File: src/rtl/serial_input_framer_pkg.sv
// Shared definitions for the serial input framer: frame geometry, default timeout
// and the framer FSM state encoding.
package serial_input_framer_pkg;

  localparam int unsigned FRAME_BITS      = 9;
  localparam int unsigned DATA_BITS       = 8;
  localparam int unsigned DEFAULT_TIMEOUT = 16;
  localparam int unsigned CNT_W           = $clog2(FRAME_BITS + 1);

  typedef enum logic [2:0] {
    StIdle,
    StShift,
    StCheck,
    StReq,
    StConf
  } state_e;

endpackage

File: src/rtl/serial_shift_counter.sv
// 9-bit LSB-first shift register with a received-bit counter; a start loads the
// first bit, later shifts fill from the top so bit 0 ends up at index 0.
module serial_shift_counter
  import serial_input_framer_pkg::*;
(
  input  logic                  i_clock,
  input  logic                  i_reset,
  input  logic                  i_clear,
  input  logic                  i_start,
  input  logic                  i_shift,
  input  logic                  i_bit,
  output logic [FRAME_BITS-1:0] o_frame,
  output logic [CNT_W-1:0]      o_count
);

  logic [FRAME_BITS-1:0] r_frame;
  logic [CNT_W-1:0]      r_count;

  always_ff @(posedge i_clock) begin
    if (i_reset || i_clear) begin
      r_frame <= '0;
      r_count <= '0;
    end else if (i_start) begin
      r_frame <= {i_bit, {(FRAME_BITS-1){1'b0}}};
      r_count <= CNT_W'(1);
    end else if (i_shift) begin
      r_frame <= {i_bit, r_frame[FRAME_BITS-1:1]};
      r_count <= r_count + CNT_W'(1);
    end
  end

  assign o_frame = r_frame;
  assign o_count = r_count;

endmodule

File: src/rtl/serial_input_framer.sv
// Assembles 9-bit even-parity serial frames into bytes and hands each good byte
// downstream with a request pulse followed by a confirm pulse.
module serial_input_framer
  import serial_input_framer_pkg::*;
#(
  parameter int unsigned TIMEOUT = DEFAULT_TIMEOUT
) (
  input  logic                 clock,
  input  logic                 reset,
  input  logic                 serialIn,
  input  logic                 serialValid,
  output logic [DATA_BITS-1:0] inputData,
  output logic                 request,
  output logic                 confirm,
  output logic                 frameError
);

  localparam int unsigned GAP_W = $clog2(TIMEOUT + 1);

  state_e                r_state, w_state_next;
  logic [GAP_W-1:0]      r_gap;
  logic [GAP_W-1:0]      w_gap_inc;
  logic [FRAME_BITS-1:0] w_frame;
  logic [CNT_W-1:0]      w_count;
  logic                  w_start, w_shift, w_timeout, w_parity_ok;
  logic                  w_load, w_request_d, w_confirm_d, w_frame_error_d;
  logic [DATA_BITS-1:0]  r_input_data;
  logic                  r_request, r_confirm, r_frame_error;

  serial_shift_counter u_shift (
    .i_clock (clock),
    .i_reset (reset),
    .i_clear (w_timeout),
    .i_start (w_start),
    .i_shift (w_shift),
    .i_bit   (serialIn),
    .o_frame (w_frame),
    .o_count (w_count)
  );

  assign w_gap_inc   = r_gap + GAP_W'(1);
  // A strobe in the cycle the gap would expire wins over the timeout.
  assign w_timeout   = (r_state == StShift) && !serialValid && (w_gap_inc == GAP_W'(TIMEOUT));
  assign w_start     = (r_state == StIdle) && serialValid;
  assign w_shift     = (r_state == StShift) && serialValid;
  assign w_parity_ok = ~^w_frame;

  always_ff @(posedge clock) begin
    if (reset) begin
      r_state <= StIdle;
      r_gap   <= '0;
    end else begin
      r_state <= w_state_next;
      r_gap   <= (r_state == StShift && !serialValid && !w_timeout) ? w_gap_inc : '0;
    end
  end

  always_comb begin
    w_state_next = r_state;
    unique case (r_state)
      StIdle:  if (serialValid) w_state_next = StShift;
      StShift: begin
        if (serialValid && (w_count == CNT_W'(FRAME_BITS - 1))) w_state_next = StCheck;
        else if (w_timeout)                                    w_state_next = StIdle;
      end
      StCheck: w_state_next = w_parity_ok ? StReq : StIdle;
      StReq:   w_state_next = StConf;
      StConf:  w_state_next = StIdle;
      default: w_state_next = StIdle;
    endcase
  end

  always_comb begin
    w_load          = (r_state == StCheck) && w_parity_ok;
    w_request_d     = (w_state_next == StReq);
    w_confirm_d     = (w_state_next == StConf);
    w_frame_error_d = ((r_state == StCheck) && !w_parity_ok) || w_timeout;
  end

  always_ff @(posedge clock) begin
    if (reset) begin
      r_input_data  <= '0;
      r_request     <= 1'b0;
      r_confirm     <= 1'b0;
      r_frame_error <= 1'b0;
    end else begin
      if (w_load) r_input_data <= w_frame[DATA_BITS-1:0];
      r_request     <= w_request_d;
      r_confirm     <= w_confirm_d;
      r_frame_error <= w_frame_error_d;
    end
  end

  assign inputData  = r_input_data;
  assign request    = r_request;
  assign confirm    = r_confirm;
  assign frameError = r_frame_error;

endmodule

File: config.mk
export PLATFORM = sky130hd
export DESIGN_NAME = serial_input_framer
export DESIGN_NICKNAME = d
export VERILOG_FILES = /design/src/rtl/serial_input_framer_pkg.sv /design/src/rtl/serial_shift_counter.sv /design/src/rtl/serial_input_framer.sv
export SDC_FILE = /design/constraint.sdc
export NUM_CORES = 1
export LEC_CHECK = 0
export BUFFER_PORTS_ARGS = -buffer_cell sky130_fd_sc_hd__buf_2
export CORE_MARGIN = 2
export CORE_UTILIZATION = 50
export DETAILED_ROUTE_END_ITERATION = 8
export PLACE_DENSITY_LB_ADDON = 0.1
export SYNTH_ARGS = -nofsm -noshare
export SYNTH_HDL_FRONTEND = slang
export SYNTH_HIERARCHICAL = 1
export SYNTH_SLANG_ARGS = --single-unit
File: constraint.sdc
create_clock -name clock -period 2.56 [get_ports clock]
set_input_delay 0.384 -clock clock [delete_from_list [all_inputs] [get_ports clock]]
set_output_delay 0.384 -clock clock [all_outputs]
set_load 0.02 [all_outputs]
==> flow_summary.ini <==
[finish]
post-route-util = 0.5720
nets = 161
final_common_cell = dfxtp_1
final_cell_mix = dfxtp_1, nor2_1, mux2i_1, buf_2
drive_gt1_frac = 0.1935
antennaDiodeCount = 0
area_growth_syn_to_layout_pct = 11.43
fillerInstances = 265

[die]
die_h_um = 56.52
fp-row-count = 19
die_x_um = 56.52
die_area_um2 = 3194
ios = 15
core-area_um2 = 2686
start_util = 0.5133

[clocking]
cts_setup_buffers = 0
numCtsBuffers = 5
htreeDepth = 2
cts_buffer_depth = 2
root_buffer = clkbuf_4
clock-sinks = 32
cts_tree = built
cts.repair.resized = 0
clock_latency_ns = 0.32
clk_pin_slew_worst_paths_ns = 0.10
hold_buffers = 0

[global_route]
grt_max_degree = 20
grt-ovfl-total = 0
grtUsageTotal = 0.1701
antenna_found_initial = 0
grt_pass1_vias = 911
grt_pass1_wl_mm = 4.229

[worst_setup_path]
cpLargestDelayFamily = XOR/XNOR gates
end_kind = register
cp_data_required_time_ns = 2.76
cp-start-kind = register
cpMaxStageDelayCell = xnor3_1
crit_fanout = 7
r2r_slack_ns = 0.71
critPathBufInv = 1
arrival_ns = 2.05
path_class = reg -> reg
path_cells = xor2_1, xnor3_1, mux2i_2, buf_4, mux2i_1, nor2_1
critPathMaxStageDelay_ns = 0.47

[status]
outcome = finished clean

[timing]
worstMarginPinSlew_ns = 0.4679
drv_slew = 0
rsz0062_at_grt = no
slew_headroom = 0.6881
fin_crit_sh = 0.7223
fin_ws_ns = 0.7108
hold_viol = 0
setup_viol = 0
max_freq_ghz = 0.5408
finalCriticalPeriod_ns = 1.849
clock_skew_ns = 0.009487
fin_tns_setup_ns = 0

[power]
power.share.clock = 0.345
power.leakage_nw = 0.6142
swShare = 0.2296
ir_drop_mv = 0.5005
p_per_area_nw_per_um2 = 552.4
combPwrFrac = 0.056
p_int_mw = 0.6538
seqPwrFrac = 0.599
power.total_mw = 0.8487
p_sw_mw = 0.1949

[synth]
async_reset_ff_frac = 0
avgSynthCellArea_um2 = 10.29
ys_seq_area_frac = 0.4646
synth-seq-cells = 32
syn_nets = 141
yosysWarnings = 6
synth_cell_types = 34
syn_inst = 134
synth_area_um2 = 1379
synth_edf_count = 0
synth-main-ff-cell = dfxtp_1

[detailed_routing]
drt-total-wl_mm = 2.380
ant_nets = 0
remaining_drc_errors = 0
route.vias.total = 961
wl_per_cell_um = 12.80
vias_per_cell = 5.167
drt_iter0_markers = 9
dr.pass1.iters = 4

[place]
pre_cts_slack_ns = 0.7150
portBuffers = 14
gp_congestion = 0.7328
place_hpwl_mm = 1.747

[hold_path]
hp-class = in -> reg

[job]
drv_cap = 0
## logic make-up after synthesis
kind of cell | Yosys count | share of synthesized area
AOI/OAI and AO/OA | 10 | 0.05173
muxes | 19 | 0.1416
adders and majority gates | 3 | 0.02723
buffers and inverters | 7 | 0.03629
xor gates and xnor gates | 11 | 0.08983
DFF | 32 | 0.4646
and+or+nand+nor | 52 | 0.1887
## synthesized netlist by cell type, types with 2 or more instances
library cell / n / share of area
a21oi_1: 3 / 0.011
buf_6: 3 / 0.024
dfxtp_1: 32 / 0.46
ha_1: 3 / 0.027
inv_1: 2 / 0.0054
mux2i_1: 17 / 0.12
nand2_1: 4 / 0.011
nand2b_1: 2 / 0.0091
nand3_1: 2 / 0.0073
nand3b_1: 2 / 0.011
nand4_1: 2 / 0.0091
nor2_1: 27 / 0.074
nor2b_1: 2 / 0.0091
nor3b_1: 3 / 0.016
nor4_1: 2 / 0.0091
nor4b_1: 2 / 0.013
xnor2_1: 4 / 0.025
xnor3_1: 2 / 0.033
xor2_1: 5 / 0.032
## registers in the layout, indices dropped and copies added, names as in the netlist
signal,flops
u_shift/o_frame,9
u_shift/o_count,4
frameError,1
confirm,1
inputData,8
request,1
r_gap,5
r_state,3
## tightest hold or removal path, cell delays in order
cell and delay (ns):
buf_2 0.09, o21ai_0 0.05, a21boi_0 0.08
## per-stage QoR
step | cell area (µm²) | cells | hold slack [ns]
4_1_cts | 1536 | 186 | 0.3137
6_report | 1536 | 186 | 0.3358
3_5_place_dp | 1475 | 178 | 0.4671
3_3_place_gp | 1475 | 178 | 0.4488
5_1_grt | 1536 | 186 | 0.3501
2_1_floorplan | 1379 | 134 | 0.4332
## layer usage
layer  share of wire  vias to the layer above  track usage
met1            0.50                      445       0.2182
met5               0                        -            0
met4          0.0067                        0      0.06122
met2            0.45                       17       0.2691
li1                -                      497            -
met3           0.043                        2      0.05300
## final timing paths
| path | startpoint | to | depth (start not counted) |
|---|---|---|---|
| min | serialIn | u_shift/o_frame[8] | 3 |
| min reg2reg | r_gap[0] | r_gap[0] | 1 |
| max | u_shift/o_frame[1] | inputData[0] | 6 |
| max reg2reg | u_shift/o_frame[1] | inputData[0] | 6 |
## power by group through the flow
stage / Sequential (mW) / Combinational, mW / Clock [mW]
detailed placement: 0.520 / 0.0480 / 0
CTS: 0.508 / 0.0483 / 0.306
finish: 0.508 / 0.0477 / 0.293
global placement: 0.519 / 0.0465 / 0
floorplan: 0.518 / 0.0384 / 0
global route: 0.509 / 0.0532 / 0.325
## final cells by class
cell class / count / area [µm²] / area share
flip-flops and latches: 32 / 640.6 / 0.4169
repair buffers: 18 / 100.1 / 0.06515
well taps: 31 / 38.79 / 0.02524
clock inverters: 2 / 10.01 / 0.006515
multi-input cells: 95 / 688.2 / 0.4479
clock buffers: 6 / 51.30 / 0.03339
inverters: 2 / 7.507 / 0.004886
Power figures use the tool's default switching activity.
